$ cat src/rtl/alu_operand_issue_pkg.sv
// alu_operand_issue_pkg: shared widths and timing constants for the operand-issue stage
package alu_operand_issue_pkg;
    localparam int W    = 32;
    localparam int NREG = 8;
    localparam int AW   = 3;
    localparam int OPW  = 3;
    localparam int LAT  = 2;
endpackage

$ cat src/rtl/alu_regfile.sv
// alu_regfile: NREG x W register file, writeback-over-load priority, r0 reads as zero
module alu_regfile
    import alu_operand_issue_pkg::*;
(
    input  logic          clk,
    input  logic          rst,
    input  logic          wb_en,
    input  logic [AW-1:0] wb_addr,
    input  logic [W-1:0]  wb_data,
    input  logic          ld_en,
    input  logic [AW-1:0] ld_addr,
    input  logic [W-1:0]  ld_data,
    input  logic [AW-1:0] ra_addr,
    input  logic [AW-1:0] rb_addr,
    input  logic [AW-1:0] dbg_addr,
    output logic [W-1:0]  ra_data,
    output logic [W-1:0]  rb_data,
    output logic [W-1:0]  dbg_data
);
    logic [W-1:0] mem [NREG];

    // per-entry update; entry 0 is never written so it stays zero after reset
    always_ff @(posedge clk or posedge rst)
        if (rst)
            for (int i = 0; i < NREG; i++) mem[i] <= '0;
        else
            for (int i = 1; i < NREG; i++)
                if (wb_en && wb_addr == AW'(i)) mem[i] <= wb_data;
                else if (ld_en && ld_addr == AW'(i)) mem[i] <= ld_data;

    assign ra_data  = ra_addr  == '0 ? '0 : mem[ra_addr];
    assign rb_data  = rb_addr  == '0 ? '0 : mem[rb_addr];
    assign dbg_data = dbg_addr == '0 ? '0 : mem[dbg_addr];
endmodule

$ cat src/rtl/alu_operand_issue.sv
// alu_operand_issue: issues operands to the ALU, tracks in-flight results and writes them back
module alu_operand_issue
    import alu_operand_issue_pkg::*;
(
    input  logic           clk,
    input  logic           rst,
    input  logic           in_valid,
    output logic           in_ready,
    input  logic [OPW-1:0] in_op,
    input  logic [AW-1:0]  in_rd,
    input  logic [AW-1:0]  in_rs,
    input  logic [AW-1:0]  in_rt,
    input  logic           ld_en,
    input  logic [AW-1:0]  ld_addr,
    input  logic [W-1:0]   ld_data,
    output logic [W-1:0]   R2,
    output logic [W-1:0]   R3,
    output logic [OPW-1:0] ALUOp,
    input  logic [W-1:0]   R0,
    output logic           wb_valid,
    output logic [AW-1:0]  wb_addr,
    input  logic [AW-1:0]  dbg_addr,
    output logic [W-1:0]   dbg_data
);
    logic [LAT-1:0] sv;
    logic [AW-1:0]  srd [LAT];
    logic [W-1:0]   ra, rb;
    logic           hazard, accept;

    assign hazard   = sv[0] && srd[0] != '0 && (srd[0] == in_rs || srd[0] == in_rt);
    assign in_ready = !rst && !ld_en && !hazard;
    assign accept   = in_valid && in_ready;
    assign wb_valid = sv[LAT-1] && srd[LAT-1] != '0;
    assign wb_addr  = srd[LAT-1];

    alu_regfile u_rf (
        .clk(clk), .rst(rst),
        .wb_en(wb_valid), .wb_addr(wb_addr), .wb_data(R0),
        .ld_en(ld_en), .ld_addr(ld_addr), .ld_data(ld_data),
        .ra_addr(in_rs), .rb_addr(in_rt), .dbg_addr(dbg_addr),
        .ra_data(ra), .rb_data(rb), .dbg_data(dbg_data)
    );

    // capture operands on accept (R0 bypass for same-edge writeback) and advance the occupancy pipe
    always_ff @(posedge clk or posedge rst)
        if (rst) begin
            R2    <= '0;
            R3    <= '0;
            ALUOp <= '0;
            sv    <= '0;
            for (int i = 0; i < LAT; i++) srd[i] <= '0;
        end else begin
            if (accept) begin
                R2    <= wb_valid && wb_addr == in_rs ? R0 : ra;
                R3    <= wb_valid && wb_addr == in_rt ? R0 : rb;
                ALUOp <= in_op;
            end
            sv     <= {sv[LAT-2:0], accept};
            srd[0] <= in_rd;
            for (int i = 1; i < LAT; i++) srd[i] <= srd[i-1];
        end
endmodule

$ cat config.mk
export PLATFORM = sky130hd
export DESIGN_NAME = alu_operand_issue
export DESIGN_NICKNAME = d
export VERILOG_FILES = /design/src/rtl/alu_operand_issue_pkg.sv /design/src/rtl/alu_regfile.sv /design/src/rtl/alu_operand_issue.sv
export SDC_FILE = /design/constraint.sdc
export NUM_CORES = 1
export LEC_CHECK = 0
export CAP_MARGIN = 10
export CORE_MARGIN = 1.5
export CORE_UTILIZATION = 45
export DETAILED_ROUTE_END_ITERATION = 10
export GPL_TIMING_DRIVEN = 1
export PLACE_DENSITY_LB_ADDON = 0.1
export SLEW_MARGIN = 0
export SYNTH_ARGS = -nofsm -noshare
export SYNTH_HDL_FRONTEND = slang
export SYNTH_SLANG_ARGS = --single-unit
$ cat constraint.sdc
create_clock -name clk -period 11.17 [get_ports clk]
set_clock_uncertainty 0.1 [all_clocks]
set_input_delay 1.117 -clock clk [delete_from_list [all_inputs] [get_ports clk]]
set_output_delay 1.117 -clock clk [all_outputs]
set_load 0.02 [all_outputs]
Word-level counts from Yosys, hierarchy flattened --
Cells that the tools add are included.
Cells by class: $lt $le $gt $ge 3, equality and inequality tests 18, mux-type cells 28, bitwise operators 3, reduce and logical (&&, ||, !) cells 38
Operator list (count):
- two-way mux 32 bit | 25
- binary-select mux 32 bit (select 3 bit) | 3
- equality test 3 bit (second input constant) | 8
- logical AND 1 bit | 22
- nonzero test 2 bit | 7
- equality test 3 x 2 -> 1 bit (second input constant) | 4
- equality test 3 bit | 4
- >= comparator 4 bit (second input constant) | 3
- inverter 3 -> 4 bit | 3
- zero test 3 bit | 3
- equality test 3 x 1 -> 1 bit (second input constant) | 2
- nonzero test 3 bit | 2
- zero test 1 bit | 3
- logical OR 1 bit | 1
Storage, ports and cells: register bits after elaboration 299, output and inout port bits 104, word-level logic and storage cells 103

Longest topological paths before layout --
Gate-level depths: netlist of the first run.
depth in word-level cells 6, gate-level depth with buffers 9, mapped depth without buffers 5

Cells and area by module --
A second synthesis of the first run with hierarchy kept.
Unflattened totals: cells, all modules 1867, area, all modules 19742.7 um2
Modules (own cells, without submodules):
- alu_regfile | instances 1, cells an instance 1542, area an instance 15910.3 um2, seq. area each 5605.4 um2
- alu_operand_issue | instances 1, cells an instance 325, area an instance 3832.4 um2, seq. area each 1876.8 um2

Worst setup path before layout of the first run --
No wires, ideal clock.
kind in2out, start in dbg_addr[1], end out dbg_data[0], arrival time 2.577 ns, required time 9.953 ns, slack 7.376 ns, cell stages on the path 5, path through clkbuf_1 -> nor2b_1 -> clkbuf_1 -> a22oi_1 -> o21ai_0
Between the ends: longest elaborated chain between the ends 5, elaborated cells on any way between the ends 6, those cells by class mux (4); bitwise (1); reduce/logical (1)
RTL lines:
- start: declaration | RTL line alu_operand_issue.sv:22 | input logic [AW-1:0] dbg_addr,
- inverter 3 -> 4 bit (not written as such) | RTL line alu_regfile.sv:33 | assign dbg_data = dbg_addr == '0 ? '0 : mem[dbg_addr];
- binary-select mux 32 bit (select 3 bit) | RTL line alu_regfile.sv:33
- two-way mux 32 bit (not written as such) (2 in a row) | RTL line alu_regfile.sv:33
- two-way mux 32 bit (*) | RTL line alu_regfile.sv:33
- end: declaration | RTL line alu_operand_issue.sv:23 | output logic [W-1:0] dbg_data
Mark *: on every way between the ends. The rest lies on a longest branch, timed or not. The select of a mux whose other input is x is not followed.

Worst setup path in the final report of the first run --
start in dbg_addr[0], end out dbg_data[16]
The elaborated chain is that of the path after synthesis.

==> flow_summary.yaml, run 1 <==
place:
  dpl.hpwl_mm: 40.0
  numPlacedInstances: 2529
  portBuffers: 189
  place_congestion: 0.800
  pre_cts_ws_ns: 6.20
yosys:
  synthTopCellsByCount: "a21oi_1 (324), dfrtp_1 (299), mux2_2 (223), mux2i_1 (223), clkbuf_1 (148)"
  synthArstFlopShare_pct: 100
  synth_top_area_share_pct: 39.2
  ys_seq_area_share_pct: 39.2
  synth-seq-cells: 299
  synth_area_leaders: "dfrtp_1 (39%), mux2_2 (13%), mux2i_1 (12%), a21oi_1 (8.5%), mux4_2 (4.0%)"
  synth_cell_type_count: 35
  synth_warnings: 32
  synth_most_common_cell: "a21oi_1"
  synthCells: 1985
  synth_nets: 2071
  syn_area_um2: 19100
  synth_edf_count: 0
  synth_ff_type: "dfrtp_1"
  synth_area_per_cell_um2: 9.60
  synth_top_area_cell: "dfrtp_1"
die:
  die_x_um: 209
  die-area_um2: 43600
  core_um2: 41900
  rows: 75
  die_h_um: 209
  io_pins: 190
  initial_core_util_pct: 45.6
power:
  power.leakage_uw: 0.00927
  vdd.ir_drop.worst_mv: 0.0959
  totalPowerFinal_uw: 3910
  p_per_area_nw_per_um2: 175
critical_path:
  crit_family: "buffers and inverters"
  cp_slowest_cell: "buf_4"
  critPathMaxFanout: 35
  crit_buf_inv: 3
  crit_path_end_kind: "output port"
  critPathRequiredTime_ns: 9.95
  critPathKind: "input pin to output port"
  crit_chain: "buf_4, buf_4, mux4_2, nand2_1, o21ai_0, clkdlybuf4s50_1"
  critPathLaunchType: "input pin"
  slowest_delay_ns: 0.69
  path_common_cell: "buf_4"
  crit_arrival_ns: 3.77
grt:
  grt_max_degree: 116
  grt_use_total_pct: 31.9
  grt_pass1_vias: 16600
  antenna_found_initial: 2
  use_met3_pct: 5.53
  use_met1_pct: 44.5
  grt_overflow: 0
  globalRouteMet2Util_pct: 49.9
  grt_pass1_wl_mm: 106
  grt_busiest_layer: "met2"
cts:
  clk_latency_ns: 0.55
  numCtsBuffers: 38
  tritoncts: "done"
  cts_setup_buffers: 0
  h-tree-depth: 2
  clk_pin_slew_ns: 0.06
  cts_hold_buffers: 0
  cts_resized: 0
  cts.root.buffer_cell: "clkbuf_16"
  clk_path_buf_depth: 3
  cts.sinks: 299
cells_and_area:
  final_cell_count_no_fill: 2595
  nFillCells: 3820
  regArea_um2: 7480
  area_growth_pct: 17.1
  multiInputGateArea_um2: 10800
  drive_above_1_share_pct: 18.5
  final_nets: 2116
timing:
  worst_slew_pin_slew_ns: 1.30
  rsz0062_at_grt: "false"
  period_minus_slack_ns: 4.98
  fin_hold_ws_ns: 0.292
  finalCritPeriodShare_pct: 44.6
  tns_ns: 0
  fmax_ghz: 0.201
  finalHoldViolCount: 0
  fin_ws_ns: 6.19
  setup_viol: 0
  max_slew_margin_pct: 13.1
  slew_viol_final: 0
route:
  wl_per_cell_um: 27.0
  wl_mm: 70.2
  first_pass_iters: 8
  drc: 0
  ant_nets: 0
  vias: 16800
  viasPerCell: 6.48
  drtIter0Drc: 1699
worst_hold_path:
  hold_path.class: "flop to flop"
job:
  cap_violations: 0
outcome:
  outcome: "completed"
-- path summary, 6_finish.rpt --
path	slack [ns]	to	from	cells after the start
hold / removal	0.29	sv[1]	sv[0]	0
setup reg to reg	7.95	u_rf.mem[37]	wb_addr[0]	6
min in group asynchronous	1.13	u_rf.mem[170]	rst	2
hold reg to reg	0.29	sv[1]	sv[0]	0
setup / recovery	6.19	dbg_data[16]	dbg_addr[0]	6
max in group asynchronous	8.26	u_rf.mem[119]	rst	3
-- cell families after synthesis --
| kind of cell | synth area share (%) |
|---|---|
| AO/OA/AOI/OAI | 18.5 |
| AND/OR/NAND/NOR | 7.86 |
| XOR/XNOR | 0.551 |
| flip-flops | 39.2 |
| multiplexers | 28.9 |
| buffers and inverters | 4.94 |
-- sequential cells by signal (all words and copies together), names as in the netlist --
| name | count |
|---|---|
| u_rf.mem | 224 |
| R2 | 32 |
| R3 | 32 |
| ALUOp | 3 |
| srd | 3 |
| wb_addr | 3 |
| sv | 2 |
-- cells in the final DEF (no fill, tap or decap), types with 3 or more instances in the layout --
master	netlist	layout
nor2_1	135	134
dfrtp_1	299	299
clkinv_2	0	6
o31ai_4	1	4
clkbuf_16	0	41
clkdlybuf4s50_1	0	180
o21ai_0	127	126
xor2_1	12	12
a21oi_1	324	324
a22oi_1	30	30
buf_4	4	40
mux2i_1	223	223
a221oi_1	64	64
nand2_2	0	3
buf_2	60	5
mux4_2	34	34
nand2_1	132	129
nand4b_1	3	3
o22ai_1	62	62
clkbuf_8	0	6
nor3_1	65	65
clkbuf_1	148	9
mux2_2	223	223
inv_1	7	6
-- through the flow --
step | utilization (%) | cell area, µm²
2_1_floorplan | - | 19100
3_3_place_gp | 50.4 | 21100
3_5_place_dp | 50.4 | 21100
4_1_cts | 53.3 | 22300
5_1_grt | 53.3 | 22300
6_report | 53.3 | 22300
-- final cells by class --
| type | count | share of cell area [%] |
|---|---|---|
| diodes | 2 | 0.0224 |
| inverters | 7 | 0.151 |
| clock buffers | 56 | 5.12 |
| multi-input cells | 1459 | 48.3 |
| flip-flops and latches | 299 | 33.5 |
| repair buffers | 225 | 9.53 |
| well taps | 539 | 3.02 |
| clock inverters | 8 | 0.308 |
-- per-layer routing --
| layer | routed length, µm | vias to the layer above | part of all wire [%] |
|---|---|---|---|
| met5 | 0 | - | 0 |
| li1 | - | 7421 | - |
| met2 | 32000 | 801 | 46 |
| met3 | 5580 | 160 | 7.9 |
| met4 | 2220 | 0 | 3.2 |
| met1 | 30400 | 8446 | 43 |
-- report_power, final --
group | switching, µW | leakage [µW] | total [µW] | internal [µW]
Clock | 490 | 0.000601 | 1220 | 728
Sequential | 236 | 0.00343 | 1550 | 1320
Combinational | 581 | 0.00523 | 1140 | 559
Total | 1310 | 0.00927 | 3910 | 2600
Note: power is estimated with default switching activity, not from simulation.
==> run 2, diff against run 1 <==
Clock period 11.17 ns to 4.4 ns, I/O delays scaled along.
==> flow_summary.yaml, run 2 (same netlist as run 1, synthesis figures left out) <==
critical_path:
  crit_arrival_ns: 2.98
  reg2reg_depth: 6
  rr_endpoint: "u_rf.mem[77]"
  path_common_cell: "buf_4"
  critPathLaunchType: "input pin"
  critPathMaxFanout: 44
  reg2reg_slack_ns: 1.33
  cp_slowest_cell: "buf_4"
  critPathRequiredTime_ns: 3.86
  crit_path_end_kind: "output port"
  r2r-start: "wb_addr[0]"
  crit_chain: "buf_4, buf_4, mux4_2, nand2_1, o21ai_0, clkdlybuf4s50_1"
  slowest_delay_ns: 0.64
  critPathKind: "input pin to output port"
die:
  rows: 75
  die_h_um: 209
  die_x_um: 209
  io_pins: 190
  core_um2: 41900
  die-area_um2: 43600
  initial_core_util_pct: 45.6
timing:
  slew_viol_final: 0
  setup_viol: 0
  rsz0062_at_grt: "false"
  period_minus_slack_ns: 3.52
  fin_ws_ns: 0.876
  fmax_ghz: 0.284
  finalHoldViolCount: 0
  max_slew_margin_pct: 18.5
  worst_slew_pin_slew_ns: 1.22
  finalCritPeriodShare_pct: 80.1
  tns_ns: 0
route:
  wl_mm: 70.6
  wl_per_cell_um: 27.0
  drtIter0Drc: 1945
  drc: 0
  vias: 16900
  first_pass_iters: 6
  ant_nets: 0
  viasPerCell: 6.46
worst_hold_path:
  hold_path.class: "input pin to flop"
  hold_start: "in_rd[1]"
  min_to: "srd[4]"
  holdPathStages: 1
grt:
  grt_overflow: 0
  grt_max_degree: 90
  grt_pass1_vias: 16600
  grt_use_total_pct: 32.0
  grt_pass1_wl_mm: 106
  antenna_found_initial: 0
cells_and_area:
  regMostFlops: "u_rf.mem"
  final_nets: 2139
  final_cell_count_no_fill: 2617
  stdcell_area_um2: 22600
  largest_reg_flops: 224
  area_growth_pct: 18.7
  regArea_um2: 7480
  nFillCells: 3776
  final_common_cell: "a21oi_1"
  final_cell_mix: "a21oi_1 (324), dfrtp_1 (299), mux2i_1 (223), mux2_2 (223), clkdlybuf4s50_1 (180)"
  antennaDiodeCount: 0
  postLayoutCoreUtil_pct: 54.1
  drive_above_1_share_pct: 19.5
  reg_top3: "u_rf.mem (224), R2 (32), R3 (32)"
  multiInputGateArea_um2: 10800
power:
  netSwitchingPower_uw: 3350
  power.leakage_uw: 0.00942
  p_seq_share_pct: 39.2
  pwr-share-comb_pct: 29.0
  clkPwrFrac_pct: 31.8
  p_int_uw: 6730
  p_per_area_nw_per_um2: 445
  netSwitchingFraction_pct: 33.3
  vdd.ir_drop.worst_mv: 0.264
place:
  portBuffers: 189
  dpl.hpwl_mm: 43.5
  numPlacedInstances: 2553
  pre_cts_ws_ns: 0.895
  placed_area_um2: 21400
  place_congestion: 0.854
outcome:
  outcome: "completed"
cts:
  cts.sinks: 299
  cts_resized: 0
  clk_path_buf_depth: 3
  cts_setup_buffers: 0
  clk_latency_ns: 0.56
  cts.root.buffer_cell: "clkbuf_16"
  tritoncts: "done"
  clk_pin_slew_ns: 0.05
  numCtsBuffers: 37
  h-tree-depth: 2
  cts_hold_buffers: 0
job:
  cap_violations: 0
run 2: cell types whose count changed in the layout (fill, tap and decap cells not counted), moves of 2 or more:
cell and change:
buf_12 +8, clkbuf_16 -2, bufinv_16 +3, clkinv_2 -2
diode_2 -2, clkinvlp_4 +3, buf_4 +16
run 2: cell type report:
class                           instances  area share [%]
Clock inverter                         11           0.724
Clock buffer                           53            4.81
Tap cell                              539            2.98
Sequential cell                       299            33.1
Inverter                                7           0.133
Timing Repair Buffer                  249            10.6
Multi-Input combinational cell       1459            47.7
run 2: power groups by stage:
stage | sequential, µW | clock, µW | combinational [µW]
detailed placement | 3960 | 0 | 2900
global route | 4030 | 3360 | 3180
finish | 3950 | 3200 | 2930
global placement | 3950 | 0 | 2850
floorplan | 3930 | 0 | 1750
CTS | 3930 | 3260 | 2910
run 2: how the worst max path moves through the flow:
stage          cells after the start        start      endpoint
2_1_floorplan                      1          rst      ALUOp[0]
3_3_place_gp                       6  dbg_addr[0]   dbg_data[8]
3_5_place_dp                       6  dbg_addr[0]   dbg_data[9]
4_1_cts                            6  dbg_addr[0]   dbg_data[9]
5_1_grt                            6  dbg_addr[0]  dbg_data[12]
6_report                           6  dbg_addr[0]   dbg_data[8]
run 2: metrics by stage:
step           hold slack (ns)  total power [µW]
6_report                 0.226             10100
2_1_floorplan            0.254              5680
3_5_place_dp             0.273              6860
3_3_place_gp             0.276              6800
4_1_cts                  0.199             10100
5_1_grt                  0.205             10600
run 2: per-layer routing:
metal  track usage [%]  share of wire (%)  up-vias
met2              49.2                 45      866
li1                  -                  -     7460
met4              12.1                3.7        0
met1              44.2                 42     8424
met5                 0                  0        -
met3              6.82                9.0      162
run 2: critical path, delay by kind of cell:
| kind | cells | cell delay, ns |
|---|---|---|
| multiplexers | 1 | 0.55 |
| AO/OA/AOI/OAI | 1 | 0.15 |
| AND/OR/NAND/NOR | 1 | 0.08 |
| buffers and inverters | 3 | 1.73 |
==> run 3, diff against run 2 <==
Clock period 4.4 ns to 3.65 ns, I/O delays scaled along.
==> flow_summary.yaml, run 3 (same netlist as run 1, synthesis figures left out) <==
cells_and_area:
  largest_reg_flops: 224
  reg_top3: "u_rf.mem (224), R2 (32), R3 (32)"
  drive_above_1_share_pct: 19.6
  area_growth_pct: 19.0
  final_cell_count_no_fill: 2617
  regMostFlops: "u_rf.mem"
  nFillCells: 3761
  final_cell_mix: "a21oi_1 (324), dfrtp_1 (299), mux2i_1 (223), mux2_2 (223), clkdlybuf4s50_1 (180)"
  final_common_cell: "a21oi_1"
  antennaDiodeCount: 0
  final_nets: 2141
critical_path:
  critical_path_depth: 6
  crit_buf_inv: 3
  reg2reg_depth: 6
  critPathRequiredTime_ns: 3.18
  crit_family: "buffers and inverters"
  slowest_delay_ns: 0.67
  crit_arrival_ns: 2.75
  critPathLaunchType: "input pin"
  crit_path_end_kind: "output port"
  crit_chain: "buf_4, nor2b_4, buf_4, a221oi_1, a21oi_1, clkdlybuf4s50_1"
  path_common_cell: "buf_4"
  cp_slowest_cell: "clkdlybuf4s50_1"
  critPathKind: "input pin to output port"
  critPathMaxFanout: 26
route:
  ant_nets: 0
  wl_per_cell_um: 27.3
  viasPerCell: 6.45
  wl_mm: 71.4
  drtIter0Drc: 1664
  first_pass_iters: 7
  vias: 16900
  drc: 0
power:
  p_per_area_nw_per_um2: 531
  vdd.ir_drop.worst_mv: 0.263
  power.leakage_uw: 0.00944
grt:
  grt_overflow: 0
  use_met1_pct: 45.9
  grt_max_degree: 78
  use_met3_pct: 5.29
  grt_busiest_layer: "met2"
  grt_pass1_vias: 16600
  globalRouteMet2Util_pct: 49.8
  grt_use_total_pct: 32.5
  antenna_found_initial: 0
  grt_pass1_wl_mm: 108
timing:
  worst_slew_pin_slew_ns: 1.09
  period_minus_slack_ns: 3.22
  rsz0062_at_grt: "false"
  max_slew_margin_pct: 27.6
  slew_viol_final: 0
  fmax_ghz: 0.311
  finalHoldViolCount: 0
  tns_ns: 0
  setup_viol: 0
  finalCritPeriodShare_pct: 88.1
cts:
  numCtsBuffers: 37
  cts_hold_buffers: 0
  clk_path_buf_depth: 3
  tritoncts: "done"
  cts.sinks: 299
  cts_resized: 0
  clk_latency_ns: 0.55
  cts_setup_buffers: 0
  h-tree-depth: 2
  clk_pin_slew_ns: 0.06
  cts.root.buffer_cell: "clkbuf_16"
die:
  core_um2: 41900
  initial_core_util_pct: 45.6
  die_x_um: 209
  die-area_um2: 43600
  rows: 75
  die_h_um: 209
  io_pins: 190
place:
  portBuffers: 189
  place_congestion: 0.845
  dpl.hpwl_mm: 44.2
  numPlacedInstances: 2555
outcome:
  outcome: "completed"
worst_hold_path:
  hold_path.class: "input pin to flop"
  holdPathStages: 1
job:
  cap_violations: 0
-- run 3: cell count changes in the layout (fill, tap and decap cells not counted), sizes merged --
cell and change:
buf +2, bufinv -1, clkbuf -1, clkinv +1
inv -1
-- run 3: metal layers --
metal / routed length, µm / share of wire [%] / up-vias
li1: - / - / 7471
met1: 31000 / 43 / 8407
met2: 31900 / 45 / 841
met3: 5840 / 8.2 / 168
met4: 2610 / 3.6 / 0
met5: 0 / 0 / -
-- run 3: layout make-up --
| class | count | area, µm² | share of cell area [%] |
|---|---|---|---|
| repair buffers | 251 | 2510 | 11.1 |
| well taps | 539 | 674 | 2.97 |
| multi-input cells | 1459 | 10800 | 47.6 |
| clock inverters | 10 | 130 | 0.574 |
| clock buffers | 52 | 1070 | 4.73 |
| inverters | 7 | 30.0 | 0.132 |
| flip-flops and latches | 299 | 7480 | 33.0 |
-- run 3: power by group --
group	total [µW]	internal (µW)	switching, µW	leakage [µW]
clock	3730	2250	1490	0.000590
combinational	3550	1740	1810	0.00541
sequential	4760	4030	735	0.00343
total	12000	8010	4030	0.00944
-- run 3: path summary, 6_finish.rpt --
path | from | end | slack, ns
worst max-delay path | dbg_addr[1] | dbg_data[30] | 0.43
worst min-delay path | in_rd[2] | srd[5] | 0.16
worst max register to register | wb_addr[1] | u_rf.mem[23] | 0.85
worst min register to register | sv[0] | sv[1] | 0.29
max in group asynchronous | rst | ALUOp[2] | 2.30
min in group asynchronous | rst | u_rf.mem[72] | 0.19
-- run 3: metrics by stage --
step	setup slack (ns)	hold WS [ns]	cell area [µm²]	util (%)	power, µW
after floorplan	-0.788	0.254	19100	-	6850
after global placement	0.557	0.275	21500	51.3	8220
after detailed placement	0.508	0.277	21500	51.3	8300
after CTS	0.493	0.141	22700	54.2	12100
after global routing	0.350	0.149	22700	54.2	12600
final	0.435	0.159	22700	54.2	12000
-- run 3: worst register-to-register path, delay by kind of cell (launching register included) --
kind | cells | cell delay, ns
buffers and inverters | 2 | 0.96
AO/OA/AOI/OAI | 2 | 0.22
AND/OR/NAND/NOR | 2 | 0.72
flip-flops | 1 | 0.72
